**config.mk**
```make
export PLATFORM = sky130hd
export DESIGN_NAME = dac_spi_tx_flat
export DESIGN_NICKNAME = d
export VERILOG_FILES = /design/src/rtl/dac_spi_tx_if.sv /design/src/rtl/dac_spi_tx.sv /design/src/flat_wrapper.sv
export SDC_FILE = /design/constraint.sdc
export NUM_CORES = 1
export LEC_CHECK = 0
export ABC_AREA = 1
export CAP_MARGIN = 15
export CORE_ASPECT_RATIO = 2
export CORE_UTILIZATION = 50
export CTS_BUF_LIST = sky130_fd_sc_hd__clkbuf_8
export CTS_CLUSTER_SIZE = 25
export DETAILED_ROUTE_END_ITERATION = 6
export GPL_ROUTABILITY_DRIVEN = 0
export PLACE_DENSITY = 0.76
export SLEW_MARGIN = 20
export SYNTH_ARGS = -nofsm -noshare
export SYNTH_HDL_FRONTEND = slang
export SYNTH_SLANG_ARGS = --single-unit
```
**constraint.sdc**
```tcl
create_clock -name clk -period 3.54 [get_ports clk]
set_clock_uncertainty 0.05 [all_clocks]
set_input_delay 0.708 -clock clk [delete_from_list [all_inputs] [get_ports clk]]
set_output_delay 0.708 -clock clk [all_outputs]
set_load 0.02 [all_outputs]
```
**src/rtl/dac_spi_tx_if.sv**
```systemverilog
// Sample-in / SPI-out bundle for dac_spi_tx: the start/din strobe from the
// sine generator, status pulses back, and the three DAC pins.
interface dac_spi_tx_if;
  localparam int unsigned SAMPLE_W = 12;

  logic                start;
  logic [SAMPLE_W-1:0] din;
  logic                busy;
  logic                done;
  logic                ovf;
  logic                sck;
  logic                mosi;
  logic                cs_n;

  modport master (output start, din, input busy, done, ovf, sck, mosi, cs_n);
  modport slave  (input start, din, output busy, done, ovf, sck, mosi, cs_n);
endinterface

```
**src/rtl/dac_spi_tx.sv**
```systemverilog
// Serialises one 12-bit sample per start strobe into a 32-bit LTC2624-style
// write-and-update SPI frame. Define DAC_PENDING_EN for a one-entry pending buffer.
module dac_spi_tx #(
  parameter int unsigned HALF_DIV = 2,
  parameter logic [3:0]  CMD      = 4'h3,
  parameter logic [3:0]  ADR      = 4'hF
) (
  input  logic         clk,
  input  logic         rst_n,
  dac_spi_tx_if.slave  bus
);
  localparam int unsigned FRAME_W  = 32;
  localparam int unsigned SAMPLE_W = 12;
  localparam int unsigned HCNT_W   = 8;
  localparam int unsigned BCNT_W   = 5;
  localparam logic [HCNT_W-1:0] HRELOAD  = HCNT_W'(HALF_DIV - 1);
  localparam logic [BCNT_W-1:0] BIT_LAST = BCNT_W'(FRAME_W - 1);

  typedef enum logic [1:0] {IDLE, SETUP, SHIFT, HOLD} state_t;

  state_t              state;
  logic [FRAME_W-1:0]  sreg;
  logic [HCNT_W-1:0]   hcnt;
  logic [BCNT_W-1:0]   bcnt;
  logic                busy_q, done_q, ovf_q, sck_q, mosi_q, cs_n_q;

  logic                launch_c;
  logic                drop_c;
  logic [SAMPLE_W-1:0] launch_din_c;
  logic [FRAME_W-1:0]  launch_frame_c;

  assign launch_frame_c = {8'h00, CMD, ADR, launch_din_c, 4'h0};

`ifdef DAC_PENDING_EN
  logic                pend;
  logic [SAMPLE_W-1:0] pend_din;

  // A stored sample takes priority and relaunches right out of the done cycle.
  assign launch_c     = (state == IDLE) && (pend || (bus.start && !done_q));
  assign launch_din_c = pend ? pend_din : bus.din;
  assign drop_c       = bus.start && pend && (state != IDLE);

  always_ff @(posedge clk or negedge rst_n) begin
    if (!rst_n) begin
      pend     <= 1'b0;
      pend_din <= '0;
    end else if ((state == IDLE) && pend) begin
      pend <= bus.start;
      if (bus.start) pend_din <= bus.din;
    end else if (bus.start && !launch_c) begin
      pend     <= 1'b1;
      pend_din <= bus.din;
    end
  end
`else
  // The done cycle still counts as busy, so a start there is dropped.
  assign launch_c     = (state == IDLE) && !done_q && bus.start;
  assign launch_din_c = bus.din;
  assign drop_c       = bus.start && !launch_c;
`endif

  always_ff @(posedge clk or negedge rst_n) begin
    if (!rst_n) begin
      state  <= IDLE;
      sreg   <= '0;
      hcnt   <= '0;
      bcnt   <= '0;
      busy_q <= 1'b0;
      done_q <= 1'b0;
      ovf_q  <= 1'b0;
      sck_q  <= 1'b0;
      mosi_q <= 1'b0;
      cs_n_q <= 1'b1;
    end else begin
      done_q <= 1'b0;
      ovf_q  <= drop_c;
      case (state)
        IDLE: begin
          if (launch_c) begin
            state  <= SETUP;
            sreg   <= launch_frame_c;
            mosi_q <= launch_frame_c[FRAME_W-1];
            cs_n_q <= 1'b0;
            busy_q <= 1'b1;
            sck_q  <= 1'b0;
            hcnt   <= HRELOAD;
            bcnt   <= BIT_LAST;
          end
        end
        SETUP: begin
          if (hcnt == '0) begin
            state <= SHIFT;
            sck_q <= 1'b1;
            hcnt  <= HRELOAD;
          end else begin
            hcnt <= hcnt - HCNT_W'(1);
          end
        end
        // mosi only moves on the falling sck edge, keeping it stable for the DAC
        SHIFT: begin
          if (hcnt != '0) begin
            hcnt <= hcnt - HCNT_W'(1);
          end else if (sck_q) begin
            sck_q  <= 1'b0;
            sreg   <= {sreg[FRAME_W-2:0], 1'b0};
            mosi_q <= sreg[FRAME_W-2];
            hcnt   <= HRELOAD;
          end else if (bcnt == '0) begin
            state  <= HOLD;
            mosi_q <= 1'b0;
            hcnt   <= HRELOAD;
          end else begin
            sck_q <= 1'b1;
            bcnt  <= bcnt - BCNT_W'(1);
            hcnt  <= HRELOAD;
          end
        end
        HOLD: begin
          if (hcnt == '0) begin
            state  <= IDLE;
            cs_n_q <= 1'b1;
            busy_q <= 1'b0;
            done_q <= 1'b1;
          end else begin
            hcnt <= hcnt - HCNT_W'(1);
          end
        end
        default: state <= IDLE;
      endcase
    end
  end

  assign bus.busy = busy_q;
  assign bus.done = done_q;
  assign bus.ovf  = ovf_q;
  assign bus.sck  = sck_q;
  assign bus.mosi = mosi_q;
  assign bus.cs_n = cs_n_q;
endmodule

```
**src/flat_wrapper.sv**
```systemverilog
// flat-port wrapper written by rule: the top's interface ports become plain ports
module dac_spi_tx_flat 
#(
  parameter int unsigned HALF_DIV = 2,
  parameter logic [3:0]  CMD      = 4'h3,
  parameter logic [3:0]  ADR      = 4'hF
)
  (clk, rst_n, bus_start, bus_din, bus_busy, bus_done, bus_ovf, bus_sck, bus_mosi, bus_cs_n);
  dac_spi_tx_if bus_i ();
  input  logic clk;
  input  logic rst_n;
  input wire logic [$bits(bus_i.start)-1:0] bus_start;
  input wire logic [$bits(bus_i.din)-1:0] bus_din;
  output wire logic [$bits(bus_i.busy)-1:0] bus_busy;
  output wire logic [$bits(bus_i.done)-1:0] bus_done;
  output wire logic [$bits(bus_i.ovf)-1:0] bus_ovf;
  output wire logic [$bits(bus_i.sck)-1:0] bus_sck;
  output wire logic [$bits(bus_i.mosi)-1:0] bus_mosi;
  output wire logic [$bits(bus_i.cs_n)-1:0] bus_cs_n;
  assign bus_i.start = bus_start;
  assign bus_i.din = bus_din;
  assign bus_busy = bus_i.busy;
  assign bus_done = bus_i.done;
  assign bus_ovf = bus_i.ovf;
  assign bus_sck = bus_i.sck;
  assign bus_mosi = bus_i.mosi;
  assign bus_cs_n = bus_i.cs_n;
  dac_spi_tx #(.HALF_DIV(HALF_DIV), .CMD(CMD), .ADR(ADR)) u_core (.clk(clk), .rst_n(rst_n), .bus(bus_i));
endmodule
```
* Word level (Yosys, flattened, before mapping)
Cells that the tools add are included.
** Word-level totals
- Bits in registers :: 52
- Output and inout port bits :: 6
- Word-level logic and storage cells :: 81
** Operators by class
- Add/subtract/negate cells :: 2
- Equal/unequal tests :: 13
- Muxes and demuxes :: 37
- Reductions and logical operators :: 19
** Operator list (number)
- $mux W31 :: 3
- $pmux W31 S2 :: 1
- $mux W8 :: 4
- $pmux W8 S4 :: 1
- $mux W5 :: 4
- $mux W1 :: 12
- $mux W2 :: 6
- $reduce_and A4 Y1 :: 3
- $ne A2 B1 Y1 const B :: 5
- $pmux W5 S2 :: 1
- $logic_not A8 Y1 :: 1
- $ne A2 B2 Y1 const B :: 4
- $pmux W2 S4 :: 1
- $reduce_bool A8 Y1 :: 1
- $sub A8 B1 Y8 const B :: 1
- $pmux W1 S2 :: 3
- $reduce_and A6 Y1 :: 1
- $logic_not A5 Y1 :: 1
- $reduce_and A5 Y1 :: 1
- $sub A5 B1 Y5 const B :: 1
- $eq A2 B2 Y1 const B :: 2
- $reduce_bool A2 Y1 :: 2
- $logic_and A1 B1 Y1 :: 3
- $ne A3 B1 Y1 const B :: 1
- other kinds (7) :: 8

* Logic depth before layout (Yosys ltp)
Gate-level depths: netlist (run 1).
- Depth after elaboration :: 5
- Depth in mapped cells :: 10

* Worst setup path before layout (run 1)
No wires, ideal clock.
- Kind :: register -> register
- From :: register u_core.state[0]
- To :: register u_core.bcnt[0]
- Arrival time :: 1.520 ns
- Required time :: 3.373 ns
- Slack :: 1.853 ns
- Cell stages (with the launch flop) :: 11
- Clock period less this slack :: 1.687 ns
- Path through :: dfrtp_1 -> inv_1 -> ha_1 -> inv_1 -> a21oi_2 -> inv_1 -> nand2_1 -> nor2_1 -> nand2_1 -> nand2_1 -> nand2_1
** On the way
- Word-level cells in the longest chain between the ends :: 5
** Ends and longest elaborated chain
- start: declaration :: line dac_spi_tx.sv:21 : state_t state;
- start signal: assignment :: line dac_spi_tx.sv:64 : state <= IDLE;
- start signal: assignment :: line dac_spi_tx.sv:80 : state <= SETUP;
- start signal: assignment :: line dac_spi_tx.sv:92 : state <= SHIFT;
- $logic_not A2 Y1 :: line dac_spi_tx.sv:57, dac_spi_tx.sv:77
- $logic_and A1 B1 Y1 (2 in series) :: line dac_spi_tx.sv:57 : assign launch_c = (state == IDLE) && !done_q && bus.start;
- $ne A2 B1 Y1 (no source line)
- $reduce_and A5 Y1 (no source line)
- end signal: assignment :: line dac_spi_tx.sv:114 : bcnt <= bcnt - BCNT_W'(1);
- end: declaration :: line dac_spi_tx.sv:24 : logic [BCNT_W-1:0] bcnt;
Several ways; a longest one is shown, not always the timed one.
A chain may end at the register's enable or synchronous reset.

* Worst setup path in the final report (run 1)
- From :: register u_core.state[0]
- To :: register u_core.sreg[11]
** On the way
- Word-level cells in the longest chain between the ends :: 5
** Ends and longest elaborated chain
- $logic_not A2 Y1 :: line dac_spi_tx.sv:57, dac_spi_tx.sv:77
- $logic_and A1 B1 Y1 (2 in series) :: line dac_spi_tx.sv:57
- $ne A2 B1 Y1 (no source line)
- $reduce_and A4 Y1 (no source line)
- end signal: assignment :: line dac_spi_tx.sv:81 : sreg <= launch_frame_c;
- end signal: assignment :: line dac_spi_tx.sv:105 : sreg <= {sreg[FRAME_W-2:0], 1'b0};
- end: declaration :: line dac_spi_tx.sv:22 : logic [FRAME_W-1:0] sreg;
Several ways; a longest one is shown, not always the timed one.

==> reports/qor.yml, run 1 <==
ys_seq_area_share_pct: 45.8
endpoint_kind: "flop"
globalRouteTotalUtil_pct: 22.8
wl_mm: 5.41
status: "complete, no violations"
drive_gt1_share_pct: 6.50
syn_nets: 374
cellPowerDensity_nw_per_um2: 961
synth_top_flop_cell: "dfrtp_1"
synth.distinct_cells: 26
antenna_left: 0
regArea_um2: 1200
crit_fanout: 28
netlist_instances: 351
hold_viol: 0
startpoint: "u_core.state[0]"
insertion_delay_ns: 0.30
critical_path.endpoint: "u_core.sreg[11]"
max_slew_margin_pct: 27.3
synth_top_area_share_pct: 44.8
r2r_cells: 8
clkSinkCount: 48
ff2ff_setup_slack_ns: 0.68
cp-start-kind: "flop"
row_count: 37
vias_per_cell: 5.43
drv_cap: 0
grt_pass1_vias: 2310
top_layer_used: "met4"
hold_buffers: 0
cts.path.max_buffers: 2
start_util_pct: 51.5
r2r-end: "u_core.sreg[11]"
antenna_found_initial: 0
cts_setup_buffers: 0
worstPathArrival_ns: 2.99
clk_pin_slew_ns: 0.09
grt_first_pass_wirelength_mm: 9.65
drtPass1Iterations: 6
area_growth_pct: 12.3
core_area_um2: 5090
crit_required_ns: 3.68
drtIter0Drc: 46
diodes: 0
dp_slack_ns: 0.708
multi_input_area_um2: 1210
yosysMostFrequentCell: "nand2_1"
post_cts_resize_count: 0
met2_length_mm: 3.02
yosys.area.top_type: "dfrtp_1"
ir_drop_uv: 893
finalCritPeriodShare_pct: 80.7
ys_top_cells_by_area: "dfrtp_1, nand2_1, nand3_1"
chipWidth_um: 53.2
syn_avg_cell_area_um2: 7.48
synth-edff-count: 0
maxSlewViolCount: 0
hold_path.class: "input pin to asynchronous set/reset pin"
htreeDepth: 2
num_io_pins: 21
p_total_mw: 2.83
fin_util_pct: 57.8
synthesis.area_um2: 2620
routed-wl-met3_um: 140
finalCriticalPeriod_ns: 2.86
timing.hold.ws_ns: 0.351
drc: 0
synth_commonest_cells: "nand2_1, dfrtp_1, inv_1"
setup_tns_ns: 0
overflow: 0
wl_per_cell_um: 12.7
ys_warn_count: 0
cts_tree: "built"
leakagePower_nw: 1.60
dpl.hpwl_mm: 3.87
fmax_ghz: 0.350
async_reset_ff_share_pct: 100
final.fill_count: 497
fp.dieArea_um2: 5560
cts_made_buffers: 5
grt_start_max_net_pins: 49
finalSetupViolCount: 0
cts-root-buf: "clkbuf_8"
wl_met1_mm: 2.10
vias: 2318
dieHeight_um: 104
yosys_register_bits: 48
r2r-start: "u_core.state[0]"
tightest_slew_ns: 1.09
setup_ws_ns: 0.684
fin_nets: 391
rsz0062_at_grt: "false"
crit_type: "flop to flop"
io_buffer_count: 20
## layer usage
layer	vias up	global-route usage [%]
met4	0	11.1
met5	-	0
met1	1105	25.0
li1	1148	-
met2	51	40.0
met3	14	3.36
## final cells by class
cell class,instances,area share (%)
Multi-Input combinational cell,255,41.1
Sequential cell,48,40.8
Timing Repair Buffer,23,7.48
Inverter,35,4.46
Tap cell,58,2.46
Clock buffer,5,2.34
Clock inverter,3,1.32
## state kept, by name, summed over array words and instances, names as in the netlist
register	cells
u_core.sreg	27
u_core.bus.done	1
u_core.bcnt	5
u_core.bus.mosi	1
u_core.bus.ovf	1
u_core.bus.busy	1
u_core.hcnt	8
u_core.bus.sck	1
u_core.bus.cs_n	1
u_core.state	2
## worst min-delay path by stage
stage                         start              end  cells after the start
CTS                  u_core.sreg[6]   u_core.sreg[6]                      2
floorplan                     rst_n   u_core.bcnt[0]                      0
detailed placement  u_core.sreg[12]  u_core.sreg[12]                      2
global placement     u_core.sreg[7]   u_core.sreg[7]                      2
global route                  rst_n  u_core.bus.done                      1
finish                        rst_n  u_core.bus.done                      1
## placed cells by master, fill, tap and decap left out
| master | count |
|---|---|
| nor2_4 | 2 |
| dfrtp_1 | 47 |
| nand2_2 | 4 |
| inv_1 | 35 |
| nand4_1 | 21 |
| clkdlybuf4s50_1 | 19 |
| nand2_1 | 146 |
| a21boi_0 | 2 |
| nand3_1 | 27 |
| nor2_2 | 1 |
| o21ai_0 | 6 |
| nor2_1 | 20 |
| a21oi_1 | 3 |
| o21ai_2 | 1 |
| nand3b_1 | 1 |
| dfstp_2 | 1 |
| or2_2 | 2 |
| buf_4 | 4 |
| o21bai_1 | 1 |
| bufinv_16 | 1 |
| ha_1 | 8 |
| o211ai_1 | 7 |
| inv_2 | 1 |
| clkinv_2 | 1 |
| clkbuf_8 | 5 |
| o21ai_1 | 2 |
| a21oi_2 | 1 |
## worst max-delay path, stage by stage, from the launching register on
cell	delay (ns)
dfrtp_1	0.42
inv_1	0.12
ha_1	0.47
buf_4	0.32
nand2_1	0.12
o21ai_2	0.43
nand2_2	0.54
nand2_1	0.18
nand2_1	0.07
## logic make-up after synthesis
logic type                 after synthesis  synth area share (%)
and+or+nand+nor                        224                  36.7
buffers and inverters                   48                  8.01
DFF                                     48                  45.8
AOI/OAI and AO/OA                       23                  5.63
adders and majority gates                8                  3.82
## power by group
part	leakage (nW)	total, mW	switching (mW)	internal [mW]
Combinational	0.938	1.53	1.03	0.507
Clock	0.0593	0.391	0.184	0.207
Sequential	0.607	0.906	0.133	0.773
## through the flow
stage / std cells / instance area (µm²)
CTS: 427 / 2940
detailed placement: 419 / 2840
global route: 427 / 2950
finish: 427 / 2950
floorplan: 351 / 2620
global placement: 419 / 2840
No activity file was read; power rests on OpenSTA's default activity.
==> run 2, diff against run 1 <==
==> constraint.sdc (replaced) <==
create_clock -name clk -period 2.8 [get_ports clk]
set_clock_uncertainty 0.05 [all_clocks]
set_input_delay 0.56 -clock clk [delete_from_list [all_inputs] [get_ports clk]]
set_output_delay 0.56 -clock clk [all_outputs]
set_load 0.02 [all_outputs]
==> run 2 against run 1 <==
  * First-iteration DRC count grew 8.7%
  * Final cell count grew 0.94%
  * Clock-buffer cell count grew 1
  * Core utilization grew 0.20 points
  * Critical endpoint is now u_core.sreg[21]
  * Largest power group unchanged
==> reports/qor.yml, run 2 (same netlist as run 1, synthesis figures left out) <==
drv_cap: 0  # unchanged
cellPowerDensity_nw_per_um2: 1190  # +24%
insertion_delay_ns: 0.30  # about the same
finalInstanceArea_um2: 2960  # +0.34%
grt_first_pass_wirelength_mm: 9.50  # -1.5%
hold_path.class: "input pin to asynchronous set/reset pin"
leakagePower_nw: 1.62  # +0.81%
sw_frac_of_total_pct: 47.9  # +0.41 points
area_growth_pct: 12.6
p_int_mw: 1.84  # +24%
crit_required_ns: 2.94  # -0.74 ns
cts_setup_buffers: 0  # unchanged
overflow: 0  # unchanged
dpl-instance-area_um2: 2870  # +1.1%
drtIter0Drc: 50  # +8.7%
final.fill_count: 491  # -1.2%
cts_made_buffers: 5  # unchanged
io_buffer_count: 20  # unchanged
start_util_pct: 51.5  # unchanged
r2r_cells: 8  # unchanged
wl_per_cell_um: 12.5  # -1.3%
grt_pass1_vias: 2243  # -2.9%
cp-start-kind: "flop"
drtPass1Iterations: 4  # -2
post_cts_resize_count: 0  # unchanged
largest_reg_flops: 27  # unchanged
status: "complete, no violations"
chipWidth_um: 53.2  # unchanged
finalCritPeriodShare_pct: 78.1  # -2.6 points
diodes: 0  # unchanged
regMostFlops: "u_core.sreg"
dpl.hpwl_mm: 3.90  # +0.64%
row_count: 37  # unchanged
setup_tns_ns: 0  # unchanged
clkSinkCount: 48  # unchanged
fmax_ghz: 0.457  # +31%
cts-root-buf: "clkbuf_8"
drive_gt1_share_pct: 7.24  # +0.73 points
cts_tree: "built"
hold_viol: 0  # unchanged
reg_top3: "u_core.sreg (27), u_core.hcnt (8), u_core.bcnt (5)"
maxSlewViolCount: 0  # unchanged
fp.dieArea_um2: 5560  # unchanged
rsz0062_at_grt: "false"
finalCriticalPeriod_ns: 2.19  # -0.669 ns
antenna_left: 0  # unchanged
hold_buffers: 0  # unchanged
p_comb_share_pct: 55.6  # +1.4 points
r2r-end: "u_core.sreg[21]"
ir_drop_uv: 704  # -21%
cts.path.max_buffers: 2  # unchanged
fin_nets: 395  # +1.0%
num_io_pins: 21  # unchanged
grt_start_max_net_pins: 49  # unchanged
sequentialPowerShare_pct: 32.5  # +0.5 points
antenna_found_initial: 0  # unchanged
dp.cells: 423  # +0.95%
htreeDepth: 2  # unchanged
final_common_cell: "nand2_1"
vias_per_cell: 5.24  # -3.4%
ff2ff_setup_slack_ns: 0.61  # -0.07 ns
clockPowerShare_pct: 11.9  # -1.9 points
finalNonFillerCells: 431  # +0.94%
finalSetupViolCount: 0  # unchanged
dieHeight_um: 104  # unchanged
r2r-start: "u_core.state[0]"
tightest_slew_ns: 0.610  # -0.480 ns
final_cell_mix: "nand2_1, dfrtp_1, inv_1, nand3_1, nand4_1"
core_area_um2: 5090  # unchanged
worstPathArrival_ns: 2.32  # -0.67 ns
crit_fanout: 27  # -3.6%
crit_type: "flop to flop"
p_switching_mw: 1.69  # +26%
globalRouteTotalUtil_pct: 22.7  # -0.10 points
vias: 2259  # -2.5%
endpoint_kind: "flop"
p_total_mw: 3.53  # +25%
max_slew_margin_pct: 59.3  # +32 points
wl_mm: 5.38  # -0.41%
clk_pin_slew_ns: 0.09  # about the same
drc: 0  # unchanged
==> run 2: cell types whose count changed in the layout (fill, tap and decap cells not counted), sizes merged <==
| cell | change |
|---|---|
| clkbuf | +1 |
| buf | +4 |
| clkinv | -1 |
| bufinv | -1 |
| inv | +1 |
==> run 2: metrics by stage <==
stage / utilization (%) / worst slack, ns / hold WS [ns]
detailed placement: 56.3 / 0.573 / 0.409
global placement: 56.3 / 0.626 / 0.404
global route: 58.0 / 0.351 / 0.344
finish: 58.0 / 0.612 / 0.294
CTS: 58.0 / 0.596 / 0.317
floorplan: - / 1.11 / 0.214
==> run 2: critical path, stage by stage, from the launching register on <==
cell     delay (ns)
dfrtp_1        0.43
inv_1          0.12
ha_1           0.40
buf_4          0.28
nand2_1        0.12
o21ai_2        0.10
nand2_2        0.32
nand2_1        0.17
nand2_1        0.06
==> run 2: layout make-up <==
cell class | count | area (µm²) | area share (%)
timing repair buffer | 27 | 248 | 8.38
inverter | 35 | 131 | 4.45
sequential | 48 | 1200 | 40.7
multi-input combinational | 255 | 1210 | 41.0
tap | 58 | 72.6 | 2.46
clock buffer | 6 | 82.6 | 2.79
clock inverter | 2 | 7.51 | 0.254
==> run 2: layer usage <==
| metal | vias to the layer above | wire [µm] | share of wire [%] | track usage [%] |
|---|---|---|---|---|
| met5 | - | 0 | 0 | 0 |
| met4 | 0 | 55 | 1.0 | 10.2 |
| met3 | 8 | 84 | 1.6 | 3.51 |
| met2 | 24 | 3050 | 57 | 38.5 |
| met1 | 1068 | 2200 | 41 | 26.7 |
| li1 | 1159 | - | - | - |
==> run 2: worst max-delay path by stage <==
| stage | from | endpoint | slack (ns) |
|---|---|---|---|
| after detailed placement | bus_start | u_core.bcnt[2] | 0.57 |
| final | u_core.state[0] | u_core.sreg[21] | 0.61 |
| after CTS | u_core.state[0] | u_core.sreg[21] | 0.60 |
| after global placement | bus_start | u_core.bcnt[2] | 0.63 |
| after global routing | u_core.state[0] | u_core.bcnt[2] | 0.35 |
| after floorplan | u_core.state[0] | u_core.bcnt[0] | 1.11 |
==> run 2: power groups by stage <==
stage | combinational, mW | clock (mW) | sequential, mW
after CTS | 1.98 | 0.435 | 1.15
final | 1.96 | 0.421 | 1.15
after global routing | 2.28 | 0.460 | 1.18
after floorplan | 1.54 | 0 | 1.14
after detailed placement | 1.98 | 0 | 1.15
after global placement | 1.93 | 0 | 1.15
==> run 3, diff against run 2 <==
==> constraint.sdc (replaced) <==
create_clock -name clk -period 2.2 [get_ports clk]
set_clock_uncertainty 0.05 [all_clocks]
set_input_delay 0.44 -clock clk [delete_from_list [all_inputs] [get_ports clk]]
set_output_delay 0.44 -clock clk [all_outputs]
set_load 0.02 [all_outputs]
==> run 3 against run 2 <==
  * Via count increased by 1.3%
  * Flip-flop and latch count unchanged
  * Register-to-register slack got worse by 0.31 ns
  * Sequential share of layout area decreased by 0.48 points
  * Non-clock buffer count increased by 3
  * Worst setup slack got worse by 0.34 ns
  * Critical path depth decreased by 7
  * Highest routed layer unchanged
==> reports/qor.yml, run 3 (same netlist as run 1, synthesis figures left out) <==
status: "complete, no violations"
grt_pass1_vias: 2376  # +5.9%
drv_cap: 0  # unchanged
max_slew_margin_pct: 67.8  # +8.5 points
fp.dieArea_um2: 5560  # unchanged
hold_viol: 0  # unchanged
drtPass1Iterations: 4  # unchanged
fin_util_pct: 58.7  # +0.69 points
cts_tree: "built"
cellPowerDensity_nw_per_um2: 1530  # +28%
r2r_cells: 10  # +2
setup_tns_ns: 0  # unchanged
worstPathArrival_ns: 1.44  # -0.88 ns
antenna_found_initial: 0  # unchanged
num_io_pins: 21  # unchanged
drc: 0  # unchanged
clk_pin_slew_ns: 0.09  # about the same
endpoint_kind: "primary output"
final_cell_mix: "nand2_1, dfrtp_1, inv_1, nand3_1, nand4_1"
antenna_left: 0  # unchanged
diodes: 0  # unchanged
globalRouteTotalUtil_pct: 23.9  # +1.2 points
ir_drop_uv: 1380  # +96%
hold_path.class: "input pin to asynchronous set/reset pin"
critPathMaxStageDelay_ns: 0.59  # +0.16 ns
startpoint: "u_core.bus.cs_n"
area_growth_pct: 14.0
cts.path.max_buffers: 2  # unchanged
timing.hold.ws_ns: 0.0186  # -0.275 ns
finalCritPeriodShare_pct: 87.8
wl_per_cell_um: 12.6  # +1.0%
vias: 2288  # +1.3%
overflow: 0  # unchanged
cts-root-buf: "clkbuf_8"
wl_mm: 5.46  # +1.5%
crit_fanout: 2  # -93%
vias_per_cell: 5.28  # +0.82%
drive_gt1_share_pct: 8.00  # +0.76 points
cts_made_buffers: 5  # unchanged
grt_first_pass_wirelength_mm: 9.97  # +4.9%
cp-start-kind: "flop"
regMostFlops: "u_core.sreg"
fin_nets: 398  # +0.76%
r2r-start: "u_core.state[1]"
crit_required_ns: 1.71  # -1.23 ns
dieHeight_um: 104  # unchanged
htreeDepth: 2  # unchanged
reg_top3: "u_core.sreg (27), u_core.hcnt (8), u_core.bcnt (5)"
chipWidth_um: 53.2  # unchanged
grt_start_max_net_pins: 30  # -39%
r2r-end: "u_core.hcnt[3]"
cp_num_cells: 1  # -7
finalNonFillerCells: 433  # +0.46%
row_count: 37  # unchanged
largest_reg_flops: 27  # unchanged
insertion_delay_ns: 0.32  # +0.02 ns
final_common_cell: "nand2_1"
tightest_slew_ns: 0.483  # -0.127 ns
rsz0062_at_grt: "false"
start_util_pct: 51.5  # unchanged
maxSlewViolCount: 0  # unchanged
critical_path.endpoint: "bus_cs_n"
hold_buffers: 0  # unchanged
crit_buf_inv: 1  # -1
finalSetupViolCount: 0  # unchanged
drtIter0Drc: 67  # +34%
crit_slowest_cell: "clkdlybuf4s50_1"
core_area_um2: 5090  # unchanged
crit_family: "buffers and inverters"
cts_setup_buffers: 0  # unchanged
leakagePower_nw: 1.63  # +0.95%
clkSinkCount: 48  # unchanged
fmax_ghz: 0.518
io_buffer_count: 20  # unchanged
p_total_mw: 4.56  # +29%
post_cts_resize_count: 0  # unchanged
dp.cells: 426  # +0.71%
path_cells: "clkdlybuf4s50_1"
ff2ff_setup_slack_ns: 0.30  # -0.31 ns
finalCriticalPeriod_ns: 1.93
dpl.hpwl_mm: 3.95  # +1.5%
crit_type: "flop to primary output"
==> run 3: layer usage <==
metal / track usage, % / wire length (µm)
met4: 15.0 / 180
met2: 40.0 / 3020
met3: 4.82 / 126
met5: 0 / 0
met1: 25.6 / 2140
==> run 3: worst min path at each step <==
stage / start / endpoint / slack (ns) / cells after the start
6_report: rst_n / u_core.bus.ovf / 0.02 / 1
5_1_grt: rst_n / u_core.bus.ovf / 0.05 / 1
2_1_floorplan: rst_n / u_core.bcnt[0] / 0.09 / 0
3_3_place_gp: rst_n / u_core.bus.ovf / 0.37 / 1
3_5_place_dp: rst_n / u_core.bus.ovf / 0.38 / 1
4_1_cts: rst_n / u_core.bus.ovf / 0.03 / 1
==> run 3: final cells by class <==
| type | count | area (µm²) |
|---|---|---|
| Fill cell | 486 | 2100 |
| Inverter | 35 | 131 |
| Clock buffer | 5 | 68.8 |
| Timing Repair Buffer | 30 | 295 |
| Tap cell | 58 | 72.6 |
| Multi-Input combinational cell | 255 | 1210 |
| Sequential cell | 48 | 1200 |
| Clock inverter | 2 | 8.76 |
==> run 3: power by group <==
group          switching, mW  internal (mW)  leakage [nW]
Combinational           1.67          0.930         0.981
Clock                  0.292          0.212        0.0452
Sequential             0.217           1.24         0.607
Total                   2.18           2.39          1.63
==> run 3: stage by stage <==
| step | worst slack (ns) | area, µm² |
|---|---|---|
| final | 0.268 | 2990 |
| after CTS | 0.254 | 2990 |
| after global placement | 0.267 | 2910 |
| after detailed placement | 0.224 | 2910 |
| after floorplan | 0.513 | 2620 |
| after global routing | 0.0629 | 2990 |
